==> src/rtl/flush_sequencer.sv <==
// Flush sequencer: arbitrates BRU/CSRU/LSU redirect requests by ROB age.
// It then walks a Moore FSM through CLEAN, DRAIN and REDIRECT to squash
// and restart the front end.
module flush_sequencer #(
  parameter int PTRW     = 6,
  parameter int ADDRW    = 32,
  parameter int DRAINCYC = 2
) (
  input  logic             Clk,
  input  logic             Rest,
  input  logic             BruReq,
  input  logic [PTRW-1:0]  BruPtr,
  input  logic [ADDRW-1:0] BruPc,
  input  logic             CsruReq,
  input  logic [PTRW-1:0]  CsruPtr,
  input  logic [ADDRW-1:0] CsruPc,
  input  logic             LsuReq,
  input  logic [PTRW-1:0]  LsuPtr,
  input  logic [ADDRW-1:0] LsuPc,
  input  logic             EuIdle,
  output logic             FlushStop,
  output logic             FlushClean,
  output logic [PTRW-1:0]  CleanPtr,
  output logic             RedirectValid,
  output logic [ADDRW-1:0] RedirectPc,
  output logic             Busy,
  output logic [15:0]      FlushCount
);

  localparam int CNTW = 2;

  typedef enum logic [1:0] {
    S_IDLE     = 2'd0,
    S_CLEAN    = 2'd1,
    S_DRAIN    = 2'd2,
    S_REDIRECT = 2'd3
  } state_t;

  state_t           state_q, state_d;
  logic [CNTW-1:0]  cnt_q, cnt_d;
  logic [PTRW-1:0]  clean_ptr_q, clean_ptr_d;
  logic [ADDRW-1:0] redirect_pc_q, redirect_pc_d;
  logic [15:0]      flush_count_q, flush_count_d;

  logic             win_req;
  logic [PTRW-1:0]  win_ptr;
  logic [ADDRW-1:0] win_pc;

  // The MSB is a wrap flag: with equal flags the smaller index is older;
  // with differing flags the larger index is older.
  function automatic logic is_older(input logic [PTRW-1:0] a, input logic [PTRW-1:0] b);
    if (a[PTRW-1] == b[PTRW-1]) begin
      return a[PTRW-2:0] < b[PTRW-2:0];
    end else begin
      return a[PTRW-2:0] > b[PTRW-2:0];
    end
  endfunction

  // Oldest requester wins. Candidates are taken in CSRU, LSU, BRU order and
  // only a strictly older one replaces the current pick. Equal pointers
  // therefore keep the higher-priority unit.
  always_comb begin
    win_req = 1'b0;
    win_ptr = '0;
    win_pc  = '0;
    if (CsruReq) begin
      win_req = 1'b1;
      win_ptr = CsruPtr;
      win_pc  = CsruPc;
    end
    if (LsuReq && (!win_req || is_older(LsuPtr, win_ptr))) begin
      win_req = 1'b1;
      win_ptr = LsuPtr;
      win_pc  = LsuPc;
    end
    if (BruReq && (!win_req || is_older(BruPtr, win_ptr))) begin
      win_req = 1'b1;
      win_ptr = BruPtr;
      win_pc  = BruPc;
    end
  end

  // Next-state, drain counter and latched flush target.
  // Preemption by an older request overrides whatever the state decided.
  always_comb begin
    state_d       = state_q;
    cnt_d         = cnt_q;
    clean_ptr_d   = clean_ptr_q;
    redirect_pc_d = redirect_pc_q;
    flush_count_d = flush_count_q;

    case (state_q)
      S_IDLE: begin
        if (win_req) begin
          clean_ptr_d   = win_ptr;
          redirect_pc_d = win_pc;
          state_d       = S_CLEAN;
        end
      end
      S_CLEAN: begin
        state_d = S_DRAIN;
        cnt_d   = CNTW'(DRAINCYC - 1);
      end
      S_DRAIN: begin
        if (cnt_q == '0) begin
          if (EuIdle) begin
            state_d = S_REDIRECT;
          end
        end else begin
          cnt_d = cnt_q - 1'b1;
        end
      end
      S_REDIRECT: begin
        flush_count_d = flush_count_q + 16'd1;
        state_d       = S_IDLE;
      end
      default: begin
        state_d = S_IDLE;
      end
    endcase

    if ((state_q != S_IDLE) && win_req && is_older(win_ptr, clean_ptr_q)) begin
      clean_ptr_d   = win_ptr;
      redirect_pc_d = win_pc;
      state_d       = S_CLEAN;
    end
  end

  // State and datapath registers with asynchronous active-low reset.
  always_ff @(posedge Clk or negedge Rest) begin
    if (!Rest) begin
      state_q       <= S_IDLE;
      cnt_q         <= '0;
      clean_ptr_q   <= '0;
      redirect_pc_q <= '0;
      flush_count_q <= '0;
    end else begin
      state_q       <= state_d;
      cnt_q         <= cnt_d;
      clean_ptr_q   <= clean_ptr_d;
      redirect_pc_q <= redirect_pc_d;
      flush_count_q <= flush_count_d;
    end
  end

  assign FlushStop     = (state_q != S_IDLE);
  assign Busy          = (state_q != S_IDLE);
  assign FlushClean    = (state_q == S_CLEAN);
  assign RedirectValid = (state_q == S_REDIRECT);
  assign CleanPtr      = clean_ptr_q;
  assign RedirectPc    = redirect_pc_q;
  assign FlushCount    = flush_count_q;

endmodule
==> config.mk <==
export PLATFORM = sky130hd
export DESIGN_NAME = flush_sequencer
export DESIGN_NICKNAME = d
export VERILOG_FILES = /design/src/rtl/flush_sequencer.sv
export SDC_FILE = /design/constraint.sdc
export NUM_CORES = 1
export LEC_CHECK = 0
export BUFFER_PORTS_ARGS = -buffer_cell sky130_fd_sc_hd__buf_4
export CAP_MARGIN = 5
export CORE_AREA = 3 3 113 115
export CTS_CLUSTER_SIZE = 10
export DETAILED_ROUTE_END_ITERATION = 7
export DIE_AREA = 0 0 116 118
export GPL_TIMING_DRIVEN = 1
export MAX_ROUTING_LAYER = met4
export SLEW_MARGIN = 30
export SYNTH_ARGS = -nofsm -noshare
export SYNTH_HDL_FRONTEND = slang
export SYNTH_SLANG_ARGS = --single-unit
==> constraint.sdc <==
create_clock -name Clk -period 5.3 [get_ports Clk]
set_input_delay 0.53 -clock Clk [delete_from_list [all_inputs] [get_ports Clk]]
set_output_delay 0.53 -clock Clk [all_outputs]
set_load 0.1 [all_outputs]
==> summary.txt <==
Run status -> complete, but fails checks
Failing checks -> setup timing
Post-Layout Cell Count -> 839
Maximum capacitance violations -> 0
Worst skew pair latency -> 0.32 ns
Synth async-reset ratio -> 100%
Main flop type after synthesis -> dfrtp_1
FILL cells -> 1,050
First-pass GRT wire length -> 21,700 um
Initial antenna violation count -> 0
Top cell type's share of synthesized area -> 35.4%
H-tree levels -> 3
Worst Path Max Fanout -> 6
# hold bufs at CTS -> 0
Worst slack at placement -> -0.878 ns
Core box area -> 11,900 sq um
Final Hold Viols -> 0
Achievable Freq -> 176 MHz
Diode count -> 0
IO Port Bufs -> 177
Final WL -> 13,400 um
Worst Path Class, Setup -> in -> reg
Syn nets -> 603
Setup slack after layout -> -0.397 ns
Initial DRC count -> 169
Post-layout min period -> 5.70 ns
CTS sink count -> 58
Fin crit share -> 107%
Pleak -> 3.21 nW
Placed insts -> 792
TritonCTS clock tree -> built
Multi-input logic area -> 2760 sq um
Hold/Removal Path Class -> in -> async
Crit-path max cell delay -> 0.53 ns
Leading area contributor after synthesis -> dfrtp_1
Worst slew pin tran -> 0.750 ns
Setup violations, final -> 40
Worst clock skew -> 0.00586 ns
Vias in the first global route -> 4,300
Rows -> 40
Drt drc -> 0
Post-route ant nets -> 0
Cell Pwr Density -> 693 nW/um^2
Die width -> 116 um
Average size of a mapped cell -> 8.87 sq um
TritonCTS buffer count -> 9
GRT Util Overall -> 20.3%
Final instance area -> 6880 sq um
Flops & latches, synth -> 58
Clock Tree Buf Depth -> 2
Reg clk slew, reported paths -> 0.05 ns
RSZ-0062 raised after global routing -> yes
DR vias/cell -> 5.03
Initial Utilization -> 34.4%
Area growth from synthesis to final layout -> 67.9%
Root buffer cell -> clkbuf_16
Detail Placement HPWL -> 9890 um
Die Y -> 118 um
Die ar. -> 13,700 sq um
Boundary pin count -> 178
Post-synthesis sequential area ratio -> 35.4%
VDD IR max -> 241 uV
Crit-path slowest cell -> or4_4
Drt wl/cell -> 16.0 um
GP Congestion -> 0.806
Number of synthesized flops with an enable pin -> 0
Total power -> 0.00477 W
Reg area -> 1450 sq um
WP data arrival -> 5.90 ns
Max Slew Vio Count -> 0
Mapped Area -> 4100 sq um
CP startpoint kind -> input port
Mapped Cells -> 462
Cell family with most CP delay -> compound AO/OA/AOI/OAI gates
Yosys synthesis warning count -> 0
Fraction of layout cells with a size suffix above 1 -> 55.5%
Synth area leaders -> dfrtp_1, o21ai_0, a22oi_2
Required time at the worst-slack endpoint -> 5.50 ns
Largest net degree at the start of global routing -> 59
Synth cell types -> 47
Placed cell area -> 5880 sq um
Overflow after GRT -> 0
Initial DRT Pass Iterations -> 7
Total number of vias -> 4,217
CP endpoint kind -> flip-flop
Final Net Count -> 828
Crit path buf inv count -> 8
Max_slew headroom -> 50.0%
Yosys cell counts, types with 2 or more instances:
cell / number
buf_12: 3
a21oi_1: 6
nand2b_1: 2
and2_1: 2
clkbuf_1: 18
o21ai_1: 2
nor2b_1: 4
nand4_1: 7
and3_1: 6
nor3_1: 5
mux2i_1: 7
buf_2: 8
o21ai_2: 30
a22oi_1: 3
ha_1: 21
inv_1: 24
mux2_2: 2
dfrtp_1: 58
xor2_1: 7
a22oi_2: 30
nand2_1: 84
o21a_1: 2
o22ai_1: 5
nor2_1: 12
nand3_1: 7
xnor2_1: 10
o21ai_0: 77
power breakdown:
| part | internal, W | switching (W) |
|---|---|---|
| Combinational | 0.00119 | 0.00215 |
| Clock | 0.000483 | 0.000203 |
| Sequential | 0.000621 | 0.000120 |
worst register-to-register path, stage by stage, from the launching register on:
cell and delay [ns]:
dfrtp_1 0.40, inv_1 0.14, ha_4 0.24, a21oi_2 0.14, nor2b_1 0.07, o31a_1 0.29
mux2i_1 0.22, o21ai_2 0.09, a311oi_4 0.32, buf_6 0.16, buf_12 0.10, buf_12 0.11
buf_16 0.12, o21ai_2 0.05
routing by layer:
layer,part of all wire [%],wire length [um],track usage [%]
met2,50,6760,33.6
met5,0,0,-
met1,42,5650,25.7
met4,1.7,233,5.37
met3,6.0,802,3.29
per-stage QoR:
stage          util [%]  hold WS (ns)  TNS, ns
6_report           57.8         0.277   -13.84
3_5_place_dp       49.4         0.468   -32.98
5_1_grt            57.8         0.344   -23.40
4_1_cts            56.3         0.308   -13.75
2_1_floorplan         -         0.234   -23.32
3_3_place_gp       49.4         0.462   -27.66
logic make-up (layout without fill, tap and decap cells):
family | after synthesis | in the layout | share of synthesized area, %
XOR/XNOR | 17 | 17 | 3.63
multiplexers | 10 | 10 | 2.53
adder cells (fa/ha/maj) | 21 | 21 | 6.41
AO/OA/AOI/OAI | 168 | 168 | 31.0
AND/OR/NAND/NOR | 133 | 133 | 14.3
buffers and inverters | 55 | 285 | 6.75
flip-flops | 58 | 58 | 35.4
cells in the final DEF, fill, tap and decap left out, types with 3 or more instances in the layout:
cell / n
nor2b_1: 3
bufinv_16: 3
o21ai_2: 37
and3_1: 4
a21oi_1: 4
mux2i_2: 4
ha_4: 9
o21ai_0: 62
nand2_4: 5
clkbuf_16: 9
inv_2: 3
nand3_1: 5
o22ai_2: 4
buf_12: 6
dfrtp_1: 58
o21ai_1: 8
ha_1: 10
xor2_1: 7
buf_4: 227
a22oi_2: 30
xnor2_1: 10
nand2_1: 77
buf_16: 5
nand4_1: 7
a22oi_1: 3
buf_6: 6
nor3_1: 5
mux2i_1: 3
nor2_1: 10
inv_1: 21
worst paths after layout:
check / from / endpoint / slack (ns) / depth (start not counted)
worst min register to register: cnt_q[0] / cnt_q[0] / 0.47 / 1
worst min-delay path: Rest / FlushCount[11] / 0.28 / 1
worst max register to register: CleanPtr[3] / RedirectPc[9] / 2.75 / 13
worst max-delay path: CsruReq / RedirectPc[9] / -0.40 / 31
max in group asynchronous: Rest / RedirectPc[16] / 4.53 / 1
min in group Clk: cnt_q[0] / cnt_q[0] / 0.47 / 1
state kept, by name, summed over array words and instances (netlist names):
signal      flops
cnt_q           2
CleanPtr        6
RedirectPc     32
state_q         2
FlushCount     16
cell type report:
cell class / instances / share of cell area [%]
Clock inverter: 5 / 1.45
Sequential cell: 58 / 21.1
Tap cell: 147 / 2.67
Multi-Input combinational cell: 349 / 40.1
Inverter: 24 / 1.31
Timing Repair Buffer: 245 / 29.7
Clock buffer: 11 / 3.67
what timing repair did:
action                                  CTS  global route
gates cloned                              5             0
setup buffers                            18             9
resized for setup                        40            28
pin swaps                                26            10
endpoints found under the setup margin   40            40
No activity file was read; power rests on OpenSTA's default activity.
